<file path="src/rtl/axi_wr_arb_pkg.sv">
// Shared types for the single-beat AXI write arbiter.
// Latency: none (types, constants and a width helper only).
// Backpressure: not applicable.
package axi_wr_arb_pkg;

  typedef enum logic [1:0] {
    IDLE = 2'd0,
    XFER = 2'd1,
    RESP = 2'd2
  } arb_state_t;

  localparam logic [1:0] AXI_RESP_OKAY   = 2'b00;
  localparam logic [1:0] AXI_RESP_SLVERR = 2'b10;

  // Width of a pointer that can index n masters; never below one bit.
  function automatic int unsigned ptr_width(input int unsigned n);
    return (n > 1) ? $clog2(n) : 1;
  endfunction

endpackage

</file>
<file path="src/rtl/axi_wr_arbiter_rr.sv">
// Round-robin pick: the first requester strictly after ptr_i, wrapping around.
// Latency: purely combinational.
// Backpressure: none; gnt_o is all zeros when req_i is all zeros.
module rr_arbiter
  import axi_wr_arb_pkg::*;
#(
  parameter int unsigned N  = 2,
  parameter int unsigned PW = ptr_width(N)
) (
  input  logic [N-1:0]  req_i,
  input  logic [PW-1:0] ptr_i,
  output logic [N-1:0]  gnt_o
);

  logic          found;
  logic [PW-1:0] idx;

  // Walk the masters starting one past the pointer; the first requester wins.
  always_comb begin
    gnt_o = '0;
    found = 1'b0;
    idx   = '0;
    for (int unsigned off = 1; off <= N; off++) begin
      idx = PW'((32'(ptr_i) + off) % N);
      if (!found && req_i[idx]) begin
        gnt_o[idx] = 1'b1;
        found      = 1'b1;
      end
    end
  end

endmodule

</file>
<file path="src/rtl/axi_wr_arbiter.sv">
// Shares one single-beat AXI write slave between N_MASTERS masters, round-robin.
// Latency: 1 cycle to arbitrate, then AW/W/B pass through combinationally; min 3 cycles per write.
// Backpressure: slave ready/valid go straight to the granted master; others see ready 0 until served.
module axi_wr_arbiter
  import axi_wr_arb_pkg::*;
#(
  parameter int unsigned N_MASTERS = 2,
  parameter int unsigned ADDR_W    = 32,
  parameter int unsigned DATA_W    = 32
) (
  input  logic                             clk,
  input  logic                             areset,
  input  logic [N_MASTERS*ADDR_W-1:0]      m_awaddr_i,
  input  logic [N_MASTERS-1:0]             m_awvalid_i,
  output logic [N_MASTERS-1:0]             m_awready_o,
  input  logic [N_MASTERS*DATA_W-1:0]      m_wdata_i,
  input  logic [N_MASTERS*(DATA_W/8)-1:0]  m_wstrb_i,
  input  logic [N_MASTERS-1:0]             m_wvalid_i,
  output logic [N_MASTERS-1:0]             m_wready_o,
  output logic [N_MASTERS*2-1:0]           m_bresp_o,
  output logic [N_MASTERS-1:0]             m_bvalid_o,
  input  logic [N_MASTERS-1:0]             m_bready_i,
  output logic [ADDR_W-1:0]                s_awaddr_o,
  output logic                             s_awvalid_o,
  input  logic                             s_awready_i,
  output logic [DATA_W-1:0]                s_wdata_o,
  output logic [DATA_W/8-1:0]              s_wstrb_o,
  output logic                             s_wlast_o,
  output logic                             s_wvalid_o,
  input  logic                             s_wready_i,
  input  logic [1:0]                       s_bresp_i,
  input  logic                             s_bvalid_i,
  output logic                             s_bready_o,
  output logic [N_MASTERS-1:0]             grant_o
);

  localparam int unsigned STRB_W = DATA_W / 8;
  localparam int unsigned PW     = ptr_width(N_MASTERS);

  arb_state_t           state_q, state_d;
  logic [N_MASTERS-1:0] grant_q, grant_d;
  logic [PW-1:0]        rr_q, rr_d;
  logic                 aw_done_q, aw_done_d;
  logic                 w_done_q, w_done_d;

  logic [N_MASTERS-1:0] arb_gnt;
  logic                 aw_hs;
  logic                 w_hs;
  logic                 b_hs;

  rr_arbiter #(
    .N  (N_MASTERS),
    .PW (PW)
  ) u_rr (
    .req_i (m_awvalid_i),
    .ptr_i (rr_q),
    .gnt_o (arb_gnt)
  );

  assign s_wlast_o = 1'b1;
  assign grant_o   = grant_q;

  assign aw_hs = s_awvalid_o & s_awready_i;
  assign w_hs  = s_wvalid_o & s_wready_i;
  assign b_hs  = s_bvalid_i & s_bready_o;

  // Route the granted master to the slave; AW/W are suppressed once done so a
  // master still holding valid cannot cause a second beat.
  always_comb begin
    s_awaddr_o  = '0;
    s_wdata_o   = '0;
    s_wstrb_o   = '0;
    s_awvalid_o = 1'b0;
    s_wvalid_o  = 1'b0;
    s_bready_o  = 1'b0;
    m_awready_o = '0;
    m_wready_o  = '0;
    m_bvalid_o  = '0;
    m_bresp_o   = '0;
    for (int i = 0; i < int'(N_MASTERS); i++) begin
      if (grant_q[i]) begin
        s_awaddr_o = m_awaddr_i[i*ADDR_W +: ADDR_W];
        s_wdata_o  = m_wdata_i[i*DATA_W +: DATA_W];
        s_wstrb_o  = m_wstrb_i[i*STRB_W +: STRB_W];
        if (state_q == XFER) begin
          s_awvalid_o    = m_awvalid_i[i] & ~aw_done_q;
          s_wvalid_o     = m_wvalid_i[i] & ~w_done_q;
          m_awready_o[i] = s_awready_i & ~aw_done_q;
          m_wready_o[i]  = s_wready_i & ~w_done_q;
        end
        if (state_q == RESP) begin
          s_bready_o         = m_bready_i[i];
          m_bvalid_o[i]      = s_bvalid_i;
          m_bresp_o[i*2 +: 2] = s_bresp_i;
        end
      end
    end
  end

  // Next-state logic: arbitrate in IDLE, collect AW/W in XFER, wait for B in RESP.
  always_comb begin
    state_d   = state_q;
    grant_d   = grant_q;
    rr_d      = rr_q;
    aw_done_d = aw_done_q;
    w_done_d  = w_done_q;
    case (state_q)
      IDLE: begin
        if (|m_awvalid_i) begin
          grant_d = arb_gnt;
          state_d = XFER;
        end
      end
      XFER: begin
        aw_done_d = aw_done_q | aw_hs;
        w_done_d  = w_done_q | w_hs;
        if (aw_done_d && w_done_d) begin
          state_d = RESP;
        end
      end
      RESP: begin
        if (b_hs) begin
          // The master just served becomes lowest priority next round.
          for (int i = 0; i < int'(N_MASTERS); i++) begin
            if (grant_q[i]) begin
              rr_d = PW'(i);
            end
          end
          grant_d   = '0;
          aw_done_d = 1'b0;
          w_done_d  = 1'b0;
          state_d   = IDLE;
        end
      end
      default: begin
        grant_d   = '0;
        aw_done_d = 1'b0;
        w_done_d  = 1'b0;
        state_d   = IDLE;
      end
    endcase
  end

  // State registers; reset leaves the pointer on the last master so master 0 wins first.
  always_ff @(posedge clk) begin
    if (areset) begin
      state_q   <= IDLE;
      grant_q   <= '0;
      rr_q      <= PW'(N_MASTERS - 1);
      aw_done_q <= 1'b0;
      w_done_q  <= 1'b0;
    end else begin
      state_q   <= state_d;
      grant_q   <= grant_d;
      rr_q      <= rr_d;
      aw_done_q <= aw_done_d;
      w_done_q  <= w_done_d;
    end
  end

endmodule
</file>
<file path="config.mk">
export PLATFORM = sky130hd
export DESIGN_NAME = axi_wr_arbiter
export DESIGN_NICKNAME = d
export VERILOG_FILES = /design/src/rtl/axi_wr_arb_pkg.sv /design/src/rtl/axi_wr_arbiter_rr.sv /design/src/rtl/axi_wr_arbiter.sv
export SDC_FILE = /design/constraint.sdc
export NUM_CORES = 1
export LEC_CHECK = 0
export ABC_CLOCK_PERIOD_IN_PS = 1300
export CAP_MARGIN = 20
export CORE_AREA = 2 2 90 92
export DETAILED_ROUTE_END_ITERATION = 10
export DIE_AREA = 0 0 92 94
export PLACE_DENSITY = 0.7
export REMOVE_ABC_BUFFERS = 1
export SYNTH_ARGS = -nofsm -noshare
export SYNTH_HDL_FRONTEND = slang
export SYNTH_HIERARCHICAL = 1
export SYNTH_SLANG_ARGS = --single-unit
</file>
<file path="constraint.sdc">
create_clock -name clk -period 1.3 [get_ports clk]
set_input_delay 0.195 -clock clk [delete_from_list [all_inputs] [get_ports clk]]
set_output_delay 0.195 -clock clk [all_outputs]
set_load 0.05 [all_outputs]
</file>
==> results.cfg <==
[power]
switching_share_pct = 39.8
internal_power_uw = 1770
fin_total_pwr_uw = 2950
switching_power_uw = 1170
seqPwrFrac_pct = 7.9
p_comb_share_pct = 81.6
p_per_area_mw_per_mm2 = 521
ir_worst_vdd_uv = 900
p_leak_uw = 0.00238
clock_power_share_pct = 10.5

[synth]
syn_area_per_cell_um2 = 7.68
syn-cell-area_mm2 = 0.00121
synth_edf_count = 0
yosysSeqAreaShare_pct = 11.6
synth_cells = 157
ys_seq_elements = 7
synthFlopType = dfxtp_1
yosysTopAreaCellShare_pct = 50.8
ys_types = 29
ys_top_cells_by_area = a22o_1 (51%), dfxtp_1 (12%), nor2_1 (5.0%), clkbuf_1 (3.7%), nand2b_1 (3.6%)
ys_warn_count = 6
async_flop_share_pct = 0
yosysTopAreaCell = a22o_1

[timing]
min_period_over_period_pct = 129
finalHoldViolations = 0
skew_ps = 0.136
setup_viol = 89
rsz0062_at_grt = yes
layout_setup_ws_ps = -379
holdWs_ps = 418
slew_viol_final = 0
fin_crit_ps = 1680
max_freq_mhz = 596

[cells_and_area]
synthToLayoutAreaGrowth_pct = 369
layout-drive-gt1-share_pct = 51.3
nNetsFinal = 573
design_area_mm2 = 0.00565
post-route-util_pct = 74.3
instances_no_fill = 525
antenna_cells = 0

[placed_design]
hpwlAfterDp_um = 7880
gp_congestion = 0.778
port_buffers = 231
placedCellCount = 506
placed_area_mm2 = 0.00476

[floorplanning]
dieArea_mm2 = 0.00865
pin_count = 233
rows = 32
fp.dieW_um = 92
die_h_um = 94
coreArea_mm2 = 0.00761
start_util_pct = 15.9

[detailed_routing]
viasPerCell = 4.79
drt-total-wl_um = 10700
vias = 2517
drt_iter0_drc = 40
drcViolationCount = 0
postRouteAntennaNets = 0
firstDrtPassIters = 4
post_drt_wl_per_cell_um = 20.4

[cts]
cts_sinks = 7
cts-root-buf = clkbuf_8
clk_path_buf_depth = 2
clk_pin_slew_ps = 40
clock_latency_ps = 220
cts_tree = yes
h-tree-depth = 1
cts_made_buffers = 3

[run_status]
violations = negative setup slack
outcome = complete, but fails checks

[worst_hold_path]
whs_endpoint = w_done_q
holdPathStages = 2
min-delay-start = s_wready_i
hp-class = in2reg

[global_route]
grt_pass1_wl_um = 14200
grt_antenna_before_repair = 0
grt_max_degree = 28
overflow = 0
grt_pass1_vias = 2496
track_usage_pct = 21.0

[setup_path]
critical_path.reg2reg.startpoint = grant_o[0]
r2r_slack_ps = -190
cp_data_arrival_time_ps = 1480
crit_type = reg2out
rr_worst_depth = 6
path_max_fanout = 7
cp.required_ps = 1110
r2r-end = state_q[0]
end_kind = primary output
start_kind = flip-flop

[flow_run]
maxCapViolations = 0
[cell families (layout without fill, tap and decap cells)]
group	count (synthesis)	after routing	synth area share [%]
AO/OA/AOI/OAI	88	88	61.6
AND/OR/NAND/NOR	37	37	16.5
buffers and inverters	21	287	7.36
flip-flops	7	7	11.6
multiplexers	3	3	2.59
other	1	1	0.311
[cell usage after synthesis, drive strengths merged, types with 2 or more instances]
master  count
a21boi      3
a21oi       6
a22o       70
a32o        2
buf         8
clkbuf     12
dfxtp       7
mux2i       2
nand2       3
nand2b      7
nand3b      3
nor2       16
nor3b       5
[layout by cell type, fill, tap and decap left out, types with 2 or more instances in the layout]
| cell | Yosys | layout |
|---|---|---|
| a21oi_1 | 6 | 2 |
| a21oi_2 | 0 | 2 |
| a21oi_4 | 0 | 2 |
| a22o_1 | 70 | 26 |
| a22o_4 | 0 | 44 |
| a32o_1 | 2 | 2 |
| buf_12 | 0 | 92 |
| buf_4 | 1 | 24 |
| buf_6 | 0 | 10 |
| buf_8 | 0 | 6 |
| clkbuf_16 | 0 | 2 |
| clkbuf_8 | 0 | 3 |
| clkdlybuf4s50_1 | 0 | 145 |
| dfxtp_2 | 0 | 4 |
| dfxtp_4 | 0 | 2 |
| dlygate4sd2_1 | 0 | 2 |
| mux2i_1 | 2 | 2 |
| nand2b_1 | 7 | 2 |
| nand2b_4 | 0 | 5 |
| nand3b_1 | 3 | 3 |
| nor2_1 | 16 | 6 |
| nor2_2 | 0 | 2 |
| nor2_4 | 0 | 8 |
| nor3b_2 | 0 | 2 |
| nor3b_4 | 0 | 2 |
[routing by layer]
layer | track usage, % | wire length (µm) | vias up
li1 | - | - | 1170
met1 | 23.4 | 3800 | 1213
met2 | 40.9 | 6100 | 115
met3 | 4.01 | 605 | 19
met4 | 4.60 | 200 | 0
met5 | 0 | 0 | -
[per-stage QoR]
step                      setup TNS, ps  setup slack [ps]
after floorplan                 -264070             -4260
after global placement            -7000              -310
after detailed placement          -8030              -357
after CTS                        -22950              -343
after global routing             -26870              -431
final                            -23800              -379
[critical path, cell delays in order, from the launching register on]
cell       delay (ps)
dfxtp_4           360
nor2b_4           140
buf_12            130
buf_12            140
clkbuf_16         140
a22o_1            180
buf_12            150
[repair_timing]
item	in CTS	in global routing
gates cloned	1	3
setup endpoints to repair	87	89
pin swaps	18	11
hold buffers	0	0
buffers inserted	8	7
resized for setup	73	51
[flip-flops by register name (all words and copies together), names as in the netlist]
name	flops
grant_o	2
state_q	2
aw_done_q	1
rr_q	1
w_done_q	1
[area by class of cell]
class / instances / area, µm²
Clock buffer: 4 / 45.0
Fill cell: 498 / 1960
Inverter: 1 / 3.75
Multi-Input combinational cell: 129 / 1570
Sequential cell: 7 / 153
Tap cell: 102 / 128
Timing Repair Buffer: 282 / 3760
[power by group through the flow]
stage	Clock [µW]	Combinational, µW	Sequential (µW)
2_1_floorplan	0	742	267
3_3_place_gp	0	2060	238
3_5_place_dp	0	2080	239
4_1_cts	310	2250	233
5_1_grt	329	2470	234
6_report	310	2400	234
[worst max-delay path by stage]
stage,from,end,slack (ps)
2_1_floorplan,grant_o[1],s_awvalid_o,-4260
3_3_place_gp,m_awvalid_i[0],s_awvalid_o,-310
3_5_place_dp,m_awvalid_i[0],s_awvalid_o,-360
4_1_cts,grant_o[1],s_wstrb_o[3],-340
5_1_grt,grant_o[1],s_bready_o,-430
6_report,grant_o[1],s_wdata_o[8],-380
Note: power is estimated with default switching activity, not from simulation.
